==> config.mk <==
export PLATFORM = sky130hd
export DESIGN_NAME = decode_execute_unit
export DESIGN_NICKNAME = d
export VERILOG_FILES = /design/src/rtl/cpu_pkg.sv /design/src/rtl/alu8.sv /design/src/rtl/decode_execute_unit.sv
export SDC_FILE = /design/constraint.sdc
export NUM_CORES = 1
export LEC_CHECK = 0
export ABC_CLOCK_PERIOD_IN_PS = 5740
export CAP_MARGIN = 20
export CORE_ASPECT_RATIO = 0.8
export CORE_MARGIN = 1
export CORE_UTILIZATION = 30
export CTS_CLUSTER_DIAMETER = 100
export DETAILED_ROUTE_END_ITERATION = 10
export PLACE_DENSITY_LB_ADDON = 0.12
export SYNTH_ARGS = -nofsm -noshare
export SYNTH_HDL_FRONTEND = slang
export SYNTH_SLANG_ARGS = --single-unit
export TNS_END_PERCENT = 30
==> constraint.sdc <==
create_clock -name clk -period 5.74 [get_ports clk]
set_input_delay 0.861 -clock clk [delete_from_list [all_inputs] [get_ports clk]]
set_output_delay 0.861 -clock clk [all_outputs]
set_load 0.01 [all_outputs]
==> src/rtl/cpu_pkg.sv <==
// Shared definitions for the 8-bit CPU decode/execute slice.
// Holds opcode constants, the controller state enum, ALU operation codes,
// flag bit positions, memory-map bounds and small opcode-classification
// helpers used by decode_execute_unit and alu8.
package cpu_pkg;

    // Load / store opcodes
    localparam logic [7:0] YUKLE_A_SBT     = 8'h86;
    localparam logic [7:0] YUKLE_A         = 8'h87;
    localparam logic [7:0] YUKLE_B_SBT     = 8'h88;
    localparam logic [7:0] YUKLE_B         = 8'h89;
    localparam logic [7:0] KAYDET_A        = 8'h96;
    localparam logic [7:0] KAYDET_B        = 8'h97;
    // ALU opcodes
    localparam logic [7:0] TOPLA_AB        = 8'h42;
    localparam logic [7:0] CIKAR_AB        = 8'h43;
    localparam logic [7:0] VE_AB           = 8'h44;
    localparam logic [7:0] VEYA_AB         = 8'h45;
    localparam logic [7:0] ARTIR_A         = 8'h46;
    localparam logic [7:0] ARTIR_B         = 8'h47;
    localparam logic [7:0] AZALT_A         = 8'h48;
    localparam logic [7:0] AZALT_B         = 8'h49;
    // Branch opcodes
    localparam logic [7:0] ATLA            = 8'h20;
    localparam logic [7:0] ATLA_N          = 8'h21;
    localparam logic [7:0] ATLA_N_DEGIL    = 8'h22;
    localparam logic [7:0] ATLA_Z          = 8'h23;
    localparam logic [7:0] ATLA_Z_DEGIL    = 8'h24;
    localparam logic [7:0] ATLA_V          = 8'h25;
    localparam logic [7:0] ATLA_V_DEGIL    = 8'h26;
    localparam logic [7:0] ATLA_C          = 8'h27;
    localparam logic [7:0] ATLA_ELDE_YOKSA = 8'h28;

    // Flag bit positions inside {N,Z,V,C}
    localparam int FLAG_N = 3;
    localparam int FLAG_Z = 2;
    localparam int FLAG_V = 1;
    localparam int FLAG_C = 0;

    // Memory map
    localparam logic [7:0] ROM_END   = 8'h7F;
    localparam logic [7:0] RAM_START = 8'h80;
    localparam logic [7:0] RAM_END   = 8'hDF;
    localparam logic [7:0] PORT_BASE = 8'hF0;

    typedef enum logic [3:0] {
        FETCH_A = 4'd0,
        FETCH_W = 4'd1,
        FETCH_D = 4'd2,
        DECODE  = 4'd3,
        OPR_A   = 4'd4,
        OPR_W   = 4'd5,
        OPR_D   = 4'd6,
        MEM_A   = 4'd7,
        MEM_W   = 4'd8,
        MEM_D   = 4'd9,
        ST      = 4'd10,
        HALT    = 4'd11
    } state_e;

    // PASS forwards b and refreshes N,Z only (used for loads)
    typedef enum logic [2:0] {
        ALU_PASS = 3'd0,
        ALU_ADD  = 3'd1,
        ALU_SUB  = 3'd2,
        ALU_AND  = 3'd3,
        ALU_OR   = 3'd4,
        ALU_INC  = 3'd5,
        ALU_DEC  = 3'd6
    } alu_op_e;

    function automatic logic is_alu_op(input logic [7:0] op);
        return op inside {[TOPLA_AB:AZALT_B]};
    endfunction

    // Opcodes that fetch a second (operand) byte
    function automatic logic is_operand_op(input logic [7:0] op);
        return (op inside {YUKLE_A_SBT, YUKLE_A, YUKLE_B_SBT, YUKLE_B, KAYDET_A, KAYDET_B})
            || (op inside {[ATLA:ATLA_ELDE_YOKSA]});
    endfunction

    function automatic alu_op_e alu_op_of(input logic [7:0] op);
        case (op)
            TOPLA_AB:          return ALU_ADD;
            CIKAR_AB:          return ALU_SUB;
            VE_AB:             return ALU_AND;
            VEYA_AB:           return ALU_OR;
            ARTIR_A, ARTIR_B:  return ALU_INC;
            AZALT_A, AZALT_B:  return ALU_DEC;
            default:           return ALU_PASS;
        endcase
    endfunction

    // Non-branch opcodes evaluate to 0, so callers may pass any opcode
    function automatic logic branch_taken(input logic [7:0] op, input logic [3:0] f);
        case (op)
            ATLA:            return 1'b1;
            ATLA_N:          return f[FLAG_N];
            ATLA_N_DEGIL:    return !f[FLAG_N];
            ATLA_Z:          return f[FLAG_Z];
            ATLA_Z_DEGIL:    return !f[FLAG_Z];
            ATLA_V:          return f[FLAG_V];
            ATLA_V_DEGIL:    return !f[FLAG_V];
            ATLA_C:          return f[FLAG_C];
            ATLA_ELDE_YOKSA: return !f[FLAG_C];
            default:         return 1'b0;
        endcase
    endfunction

endpackage

==> src/rtl/alu8.sv <==
// Combinational 8-bit ALU.
// Ports: op (operation), a/b (operands), cin_flags (current {N,Z,V,C}),
//        result (8-bit, wraps mod 256), nzvc (updated {N,Z,V,C}).
// Flags an operation does not define are passed through from cin_flags.
module alu8
    import cpu_pkg::*;
(
    input  alu_op_e     op,
    input  logic [7:0]  a,
    input  logic [7:0]  b,
    input  logic [3:0]  cin_flags,
    output logic [7:0]  result,
    output logic [3:0]  nzvc
);

    logic [8:0] sum_s;

    // Result and flag computation for every ALU operation
    always_comb begin
        sum_s  = 9'd0;
        result = b;
        nzvc   = cin_flags;
        case (op)
            ALU_ADD: begin
                sum_s        = {1'b0, a} + {1'b0, b};
                result       = sum_s[7:0];
                nzvc[FLAG_C] = sum_s[8];
                // Same-sign operands producing an opposite-sign result
                nzvc[FLAG_V] = (a[7] == b[7]) && (result[7] != a[7]);
            end
            ALU_SUB: begin
                result       = a - b;
                nzvc[FLAG_C] = (a < b);
                nzvc[FLAG_V] = (a[7] != b[7]) && (result[7] != a[7]);
            end
            ALU_AND: begin
                result       = a & b;
                nzvc[FLAG_V] = 1'b0;
            end
            ALU_OR: begin
                result       = a | b;
                nzvc[FLAG_V] = 1'b0;
            end
            ALU_INC: begin
                result       = a + 8'd1;
                nzvc[FLAG_V] = (a == 8'h7F);
            end
            ALU_DEC: begin
                result       = a - 8'd1;
                nzvc[FLAG_V] = (a == 8'h80);
            end
            ALU_PASS: begin
                result = b;
            end
            default: begin
                result = b;
            end
        endcase
        nzvc[FLAG_N] = result[7];
        nzvc[FLAG_Z] = (result == 8'd0);
    end

endmodule

==> src/rtl/decode_execute_unit.sv <==
// Multi-cycle decode/execute controller for the 8-bit CPU.
// Ports: clk (rising edge), rst (async, active-low), mem_data_in (byte from
//        the synchronous read mux), mem_addr / mem_data_out / mem_write (bus
//        and one-cycle RAM write strobe), pc, ir, reg_a, reg_b, flags {N,Z,V,C},
//        halted (illegal opcode seen, core stopped until reset).
// Every read is X_A (issue address) -> X_W (RD_WAIT cycles) -> X_D (sample).
// All outputs come straight from registers.
module decode_execute_unit
    import cpu_pkg::*;
#(
    parameter logic [7:0] RESET_PC = 8'h00,
    parameter int          RD_WAIT  = 1
) (
    input  logic        clk,
    input  logic        rst,
    input  logic [7:0]  mem_data_in,
    output logic [7:0]  mem_addr,
    output logic [7:0]  mem_data_out,
    output logic        mem_write,
    output logic [7:0]  pc,
    output logic [7:0]  ir,
    output logic [7:0]  reg_a,
    output logic [7:0]  reg_b,
    output logic [3:0]  flags,
    output logic        halted
);

    localparam logic [3:0] WAIT_LAST = 4'(RD_WAIT - 1);

    state_e      state_r, state_nxt_s;
    logic [7:0]  opr_r, opr_nxt_s;
    logic [3:0]  wait_r, wait_nxt_s;
    logic        wait_done_s;

    logic [7:0]  pc_nxt_s, ir_nxt_s, a_nxt_s, b_nxt_s, addr_nxt_s, dout_nxt_s;
    logic [3:0]  flags_nxt_s;
    logic        we_nxt_s, halted_nxt_s;

    alu_op_e     alu_op_s;
    logic [7:0]  alu_a_s, alu_b_s, alu_res_s;
    logic [3:0]  alu_nzvc_s;

    assign wait_done_s = (wait_r == WAIT_LAST);

    alu8 u_alu (
        .op        (alu_op_s),
        .a         (alu_a_s),
        .b         (alu_b_s),
        .cin_flags (flags),
        .result    (alu_res_s),
        .nzvc      (alu_nzvc_s)
    );

    // State register
    always_ff @(posedge clk or negedge rst) begin
        if (!rst) begin
            state_r <= FETCH_A;
        end else begin
            state_r <= state_nxt_s;
        end
    end

    // Next-state selection
    always_comb begin
        state_nxt_s = state_r;
        case (state_r)
            FETCH_A: state_nxt_s = FETCH_W;
            FETCH_W: state_nxt_s = wait_done_s ? FETCH_D : FETCH_W;
            FETCH_D: state_nxt_s = DECODE;
            DECODE: begin
                if (is_alu_op(ir)) begin
                    state_nxt_s = FETCH_A;
                end else if (is_operand_op(ir)) begin
                    state_nxt_s = OPR_A;
                end else begin
                    state_nxt_s = HALT;
                end
            end
            OPR_A:   state_nxt_s = OPR_W;
            OPR_W:   state_nxt_s = wait_done_s ? OPR_D : OPR_W;
            OPR_D: begin
                case (ir)
                    YUKLE_A, YUKLE_B:   state_nxt_s = MEM_A;
                    KAYDET_A, KAYDET_B: state_nxt_s = ST;
                    default:            state_nxt_s = FETCH_A;
                endcase
            end
            MEM_A:   state_nxt_s = MEM_W;
            MEM_W:   state_nxt_s = wait_done_s ? MEM_D : MEM_W;
            MEM_D:   state_nxt_s = FETCH_A;
            ST:      state_nxt_s = FETCH_A;
            HALT:    state_nxt_s = HALT;
            default: state_nxt_s = FETCH_A;
        endcase
    end

    // ALU operand steering: register ops in DECODE, N/Z pass-through for loads
    always_comb begin
        alu_op_s = ALU_PASS;
        alu_a_s  = reg_a;
        alu_b_s  = mem_data_in;
        if (state_r == DECODE) begin
            alu_op_s = alu_op_of(ir);
            alu_b_s  = reg_b;
            if ((ir == ARTIR_B) || (ir == AZALT_B)) begin
                alu_a_s = reg_b;
            end else begin
                alu_a_s = reg_a;
            end
        end else begin
            alu_op_s = ALU_PASS;
        end
    end

    // Datapath next values for each state
    always_comb begin
        pc_nxt_s     = pc;
        ir_nxt_s     = ir;
        a_nxt_s      = reg_a;
        b_nxt_s      = reg_b;
        flags_nxt_s  = flags;
        addr_nxt_s   = mem_addr;
        dout_nxt_s   = mem_data_out;
        we_nxt_s     = 1'b0;
        halted_nxt_s = halted;
        opr_nxt_s    = opr_r;
        wait_nxt_s   = 4'd0;
        case (state_r)
            FETCH_A, OPR_A: addr_nxt_s = pc;
            MEM_A:          addr_nxt_s = opr_r;
            FETCH_W, OPR_W, MEM_W: wait_nxt_s = wait_done_s ? 4'd0 : (wait_r + 4'd1);
            FETCH_D: begin
                ir_nxt_s = mem_data_in;
                pc_nxt_s = pc + 8'd1;
            end
            DECODE: begin
                if (is_alu_op(ir)) begin
                    flags_nxt_s = alu_nzvc_s;
                    if ((ir == ARTIR_B) || (ir == AZALT_B)) begin
                        b_nxt_s = alu_res_s;
                    end else begin
                        a_nxt_s = alu_res_s;
                    end
                end else begin
                    halted_nxt_s = !is_operand_op(ir);
                end
            end
            OPR_D: begin
                // The operand is used straight off the bus so immediates,
                // branch targets and store addresses commit in this cycle.
                opr_nxt_s = mem_data_in;
                pc_nxt_s  = pc + 8'd1;
                case (ir)
                    YUKLE_A_SBT: begin
                        a_nxt_s     = mem_data_in;
                        flags_nxt_s = alu_nzvc_s;
                    end
                    YUKLE_B_SBT: begin
                        b_nxt_s     = mem_data_in;
                        flags_nxt_s = alu_nzvc_s;
                    end
                    KAYDET_A: begin
                        addr_nxt_s = mem_data_in;
                        dout_nxt_s = reg_a;
                        we_nxt_s   = 1'b1;
                    end
                    KAYDET_B: begin
                        addr_nxt_s = mem_data_in;
                        dout_nxt_s = reg_b;
                        we_nxt_s   = 1'b1;
                    end
                    default: begin
                        if (branch_taken(ir, flags)) begin
                            pc_nxt_s = mem_data_in;
                        end else begin
                            pc_nxt_s = pc + 8'd1;
                        end
                    end
                endcase
            end
            MEM_D: begin
                flags_nxt_s = alu_nzvc_s;
                if (ir == YUKLE_A) begin
                    a_nxt_s = mem_data_in;
                end else begin
                    b_nxt_s = mem_data_in;
                end
            end
            ST, HALT: we_nxt_s = 1'b0;
            default:  we_nxt_s = 1'b0;
        endcase
    end

    // Datapath and output registers
    always_ff @(posedge clk or negedge rst) begin
        if (!rst) begin
            pc           <= RESET_PC;
            ir           <= 8'h00;
            reg_a        <= 8'h00;
            reg_b        <= 8'h00;
            flags        <= 4'b0000;
            mem_addr     <= 8'h00;
            mem_data_out <= 8'h00;
            mem_write    <= 1'b0;
            halted       <= 1'b0;
            opr_r        <= 8'h00;
            wait_r       <= 4'd0;
        end else begin
            pc           <= pc_nxt_s;
            ir           <= ir_nxt_s;
            reg_a        <= a_nxt_s;
            reg_b        <= b_nxt_s;
            flags        <= flags_nxt_s;
            mem_addr     <= addr_nxt_s;
            mem_data_out <= dout_nxt_s;
            mem_write    <= we_nxt_s;
            halted       <= halted_nxt_s;
            opr_r        <= opr_nxt_s;
            wait_r       <= wait_nxt_s;
        end
    end

endmodule

==> impl_metrics.yaml <==
outcome:
  outcome: "finished, final reports clean"
drt:
  wl_met2_um: 7178
  vias_per_cell: 5.480
  route.vias.total: 4932
  drtAntennaViolNets: 0
  wl_met3_um: 1146
  wl_um: 17680
  top_layer: "met4"
  wl_per_cell_um: 19.65
  wl_met1_um: 9183
  post-route-drc-count: 0
  first_iter_violations: 353
  drtPass1Iterations: 5
floorplanning:
  coreArea_mm2: 0.01765
  io_pins: 64
  die_area_mm2: 0.01890
  row_count: 43
  die_h_um: 123.2
  die-width_um: 153.5
  start_util_pct: 31.20
clock_tree:
  clockRootBuffer: "clkbuf_16"
  cts_made_buffers: 9
  clock_latency_ps: 350
  post_cts_buffers: 0
  cts_sinks: 70
  cts_buffer_depth: 2
  h-tree-depth: 3
  cts_tree: "yes"
  hold_buffers: 0
  cts_resized: 0
  clkTransAtPathRegs_ps: 60
synth:
  yosysWarnings: 0
  syn_area_mm2: 0.005507
  synth_fp_nets: 671
  async_flop_share_pct: 100.0
  synth_ff_type: "dfrtp_1"
  yosysTopAreaCellShare_pct: 31.81
  ys_ff_latch: 70
  synth_edf_count: 0
  synth_cell_types: 83
  avgSynthCellArea_um2: 8.810
  syn_inst: 625
  ys_top_cells_by_area: "dfrtp_1 32%, ha_1 7.5%, mux2_2 6.3%"
  yosysSeqAreaShare_pct: 31.81
  synth_top_cell_by_area: "dfrtp_1"
timing:
  finClkSkew_ps: 14.19
  final-setup-viol-count: 0
  slew_violations: 0
  post-route-period-util_pct: 80.69
  worst_slack_ps: 1109
  fin_crit_ps: 4631
  rsz0062_at_grt: "false"
  fmax_mhz: 215.9
  hold_viol: 0
  tightest_slew_ps: 928.2
  slew_headroom_pct: 38.12
  tns_ps: 0
critical_path:
  cpLargestDelayFamily: "compound AO/OA/AOI/OAI gates"
  cp.depth: 11
  max_stage_delay_ps: 780
  critPathMaxFanout: 20
  worstSetupStartpointType: "flip-flop"
  startpoint: "ir[3]"
  r2r_cells: 11
  worst_path_most_repeated_cell: "mux2_2"
  cp_slowest_cell: "a2111oi_0"
  reg2reg_from: "ir[3]"
  cp-end-kind: "flip-flop"
  crit_chain: "nor3b_2 -> o2111ai_2 -> mux2_2 -> ha_1 -> nor2_1 -> a21oi_1 -> nand3_1 -> a2111oi_0 -> nor4b_4 -> a22oi_2 -> mux2_2"
  required_ps: 6030
  cp_data_arrival_time_ps: 4920
  critPathKind: "flip-flop to flip-flop"
  cp_num_buf_inv: 0
hold_path:
  hp-class: "flip-flop to flip-flop"
  min_path_cells: 2
  hold_start: "opr_r[1]"
layout:
  postLayoutCoreUtil_pct: 37.18
  n_antenna_cell: 0
  final_area_mm2: 0.006561
  syn2layout_area_growth_pct: 19.15
  nets: 716
  drive_above_1_share_pct: 11.56
power_and_ir_drop:
  ir_drop_mv: 0.1657
  intPower_mw: 1.975
  swShare_pct: 45.61
  power_density_mw_per_mm2: 553.4
  switching_power_mw: 1.656
  combPwrFrac_pct: 56.7
  power_mw: 3.631
  p_clk_share_pct: 17.1
  seqPwrFrac_pct: 26.2
  p_leak_nw: 2.765
flow_run:
  cap_violations: 0
global_routing:
  gr-usage-all-layers_pct: 19.32
  grt_pass1_wl_um: 27320
  grt_pass1_vias: 4546
  overflow: 0
  grt_start_max_net_pins: 71
  antenna_found_initial: 0
place:
  dpl.hpwl_um: 13330
  io_buffer_count: 63
  placed_cell_area_mm2: 0.006237
  dp_slack_ps: 1161
  gp_congestion: 0.9242
[synthesized netlist by cell type (3+ instances only)]
master and number:
nand4_1 8, and2_1 3, a31oi_1 5, xor2_1 3, nor3_1 8, inv_1 35
mux2_2 31, xnor2_1 5, nor4b_1 4, o21a_1 4, nor3b_1 4, nor2b_1 3
nand3_1 24, a211oi_1 3, or3_1 3, nand2b_1 11, o21ai_0 42, buf_2 12
o211ai_1 4, nand3b_1 3, o21ai_1 4, o31ai_1 4, clkbuf_1 10, ha_1 33
buf_6 6, o2111ai_1 3, a21oi_1 47, buf_1 3, nor2_1 48, o22ai_1 4
nand2_1 78, fa_1 3, mux2i_1 29, dfrtp_1 70, a221oi_1 3
[final cells by class]
| type | instances | area (um^2) |
|---|---|---|
| clock buffers | 11 | 242.7 |
| clock inverters | 5 | 81.33 |
| fillers | 1811 | 11090 |
| inverters | 36 | 135.1 |
| multi-input cells | 485 | 3406 |
| flip-flops and latches | 70 | 1752 |
| well taps | 225 | 281.5 |
| repair buffers | 68 | 663.1 |
[metrics by stage]
stage,hold slack [ps],std cells
after floorplan,445.4,625
after global placement,460.4,883
after detailed placement,462.9,884
after CTS,476.7,900
after global routing,505.3,900
final,474.1,900
[placed cells by master (no fill, tap or decap), types with 4 or more instances in the layout]
cell and n:
o211ai_1 4, inv_1 35, mux2i_1 29, ha_1 33, buf_4 5, clkdlybuf4s50_1 62
nor4b_1 4, nor3b_1 4, dfrtp_1 70, nor3_1 8, o21ai_0 42, clkbuf_16 9
nand4_1 8, a31oi_1 5, nor2_1 48, nand2_1 78, a21oi_1 47, mux2_2 31
nand3_1 24, xnor2_1 5, o31ai_1 4, o22ai_1 4, o21ai_1 4, nand2b_1 11
o21a_1 4
[final timing paths]
kind	to	slack, ps
min in group asynchronous	mem_addr[2]	660
max reg2reg	reg_b[7]	1110
min	opr_r[1]	470
max	reg_b[7]	1110
min reg2reg	opr_r[1]	470
max in group asynchronous	pc[4]	4480
[registers in the layout, summed over array words and instances (netlist names)]
name / count
ir: 8
opr_r: 8
mem_write: 1
flags: 4
mem_addr: 8
pc: 8
wait_r: 4
halted: 1
reg_a: 8
state_r: 4
mem_data_out: 8
reg_b: 8
[worst register-to-register path, stage by stage, from the launching register on]
cell and delay [ps]:
dfrtp_1 670, nor3b_2 500, o2111ai_2 510, mux2_2 500
ha_1 460, nor2_1 110, a21oi_1 200, nand3_1 140
a2111oi_0 780, nor4b_4 90, a22oi_2 380, mux2_2 240
[cell families (layout without fill, tap and decap cells)]
family          after synthesis  count (layout)  share of synthesized area, %
compound gates              155             155                         18.15
buf+inv                      70             120                         6.340
flops                        70              70                         31.81
fa+ha+maj                    36              36                         8.589
simple gates                223             223                         21.20
mux                          63              63                         12.63
xor+xnor                      8               8                         1.272
[power groups by stage]
stage / clock network [mW] / registers, mW / logic [mW]
final: 0.621 / 0.952 / 2.06
after global routing: 0.656 / 0.988 / 2.26
after CTS: 0.634 / 0.950 / 2.04
after detailed placement: 0 / 0.956 / 2.03
after global placement: 0 / 0.947 / 2.04
after floorplan: 0 / 0.885 / 1.41
[layer usage]
metal / track usage (%) / up-vias
met5: 0 / -
met4: 4.625 / 0
met3: 4.206 / 13
met2: 27.17 / 169
met1: 29.47 / 2407
li1: - / 2343
Note: power is estimated with default switching activity, not from simulation.
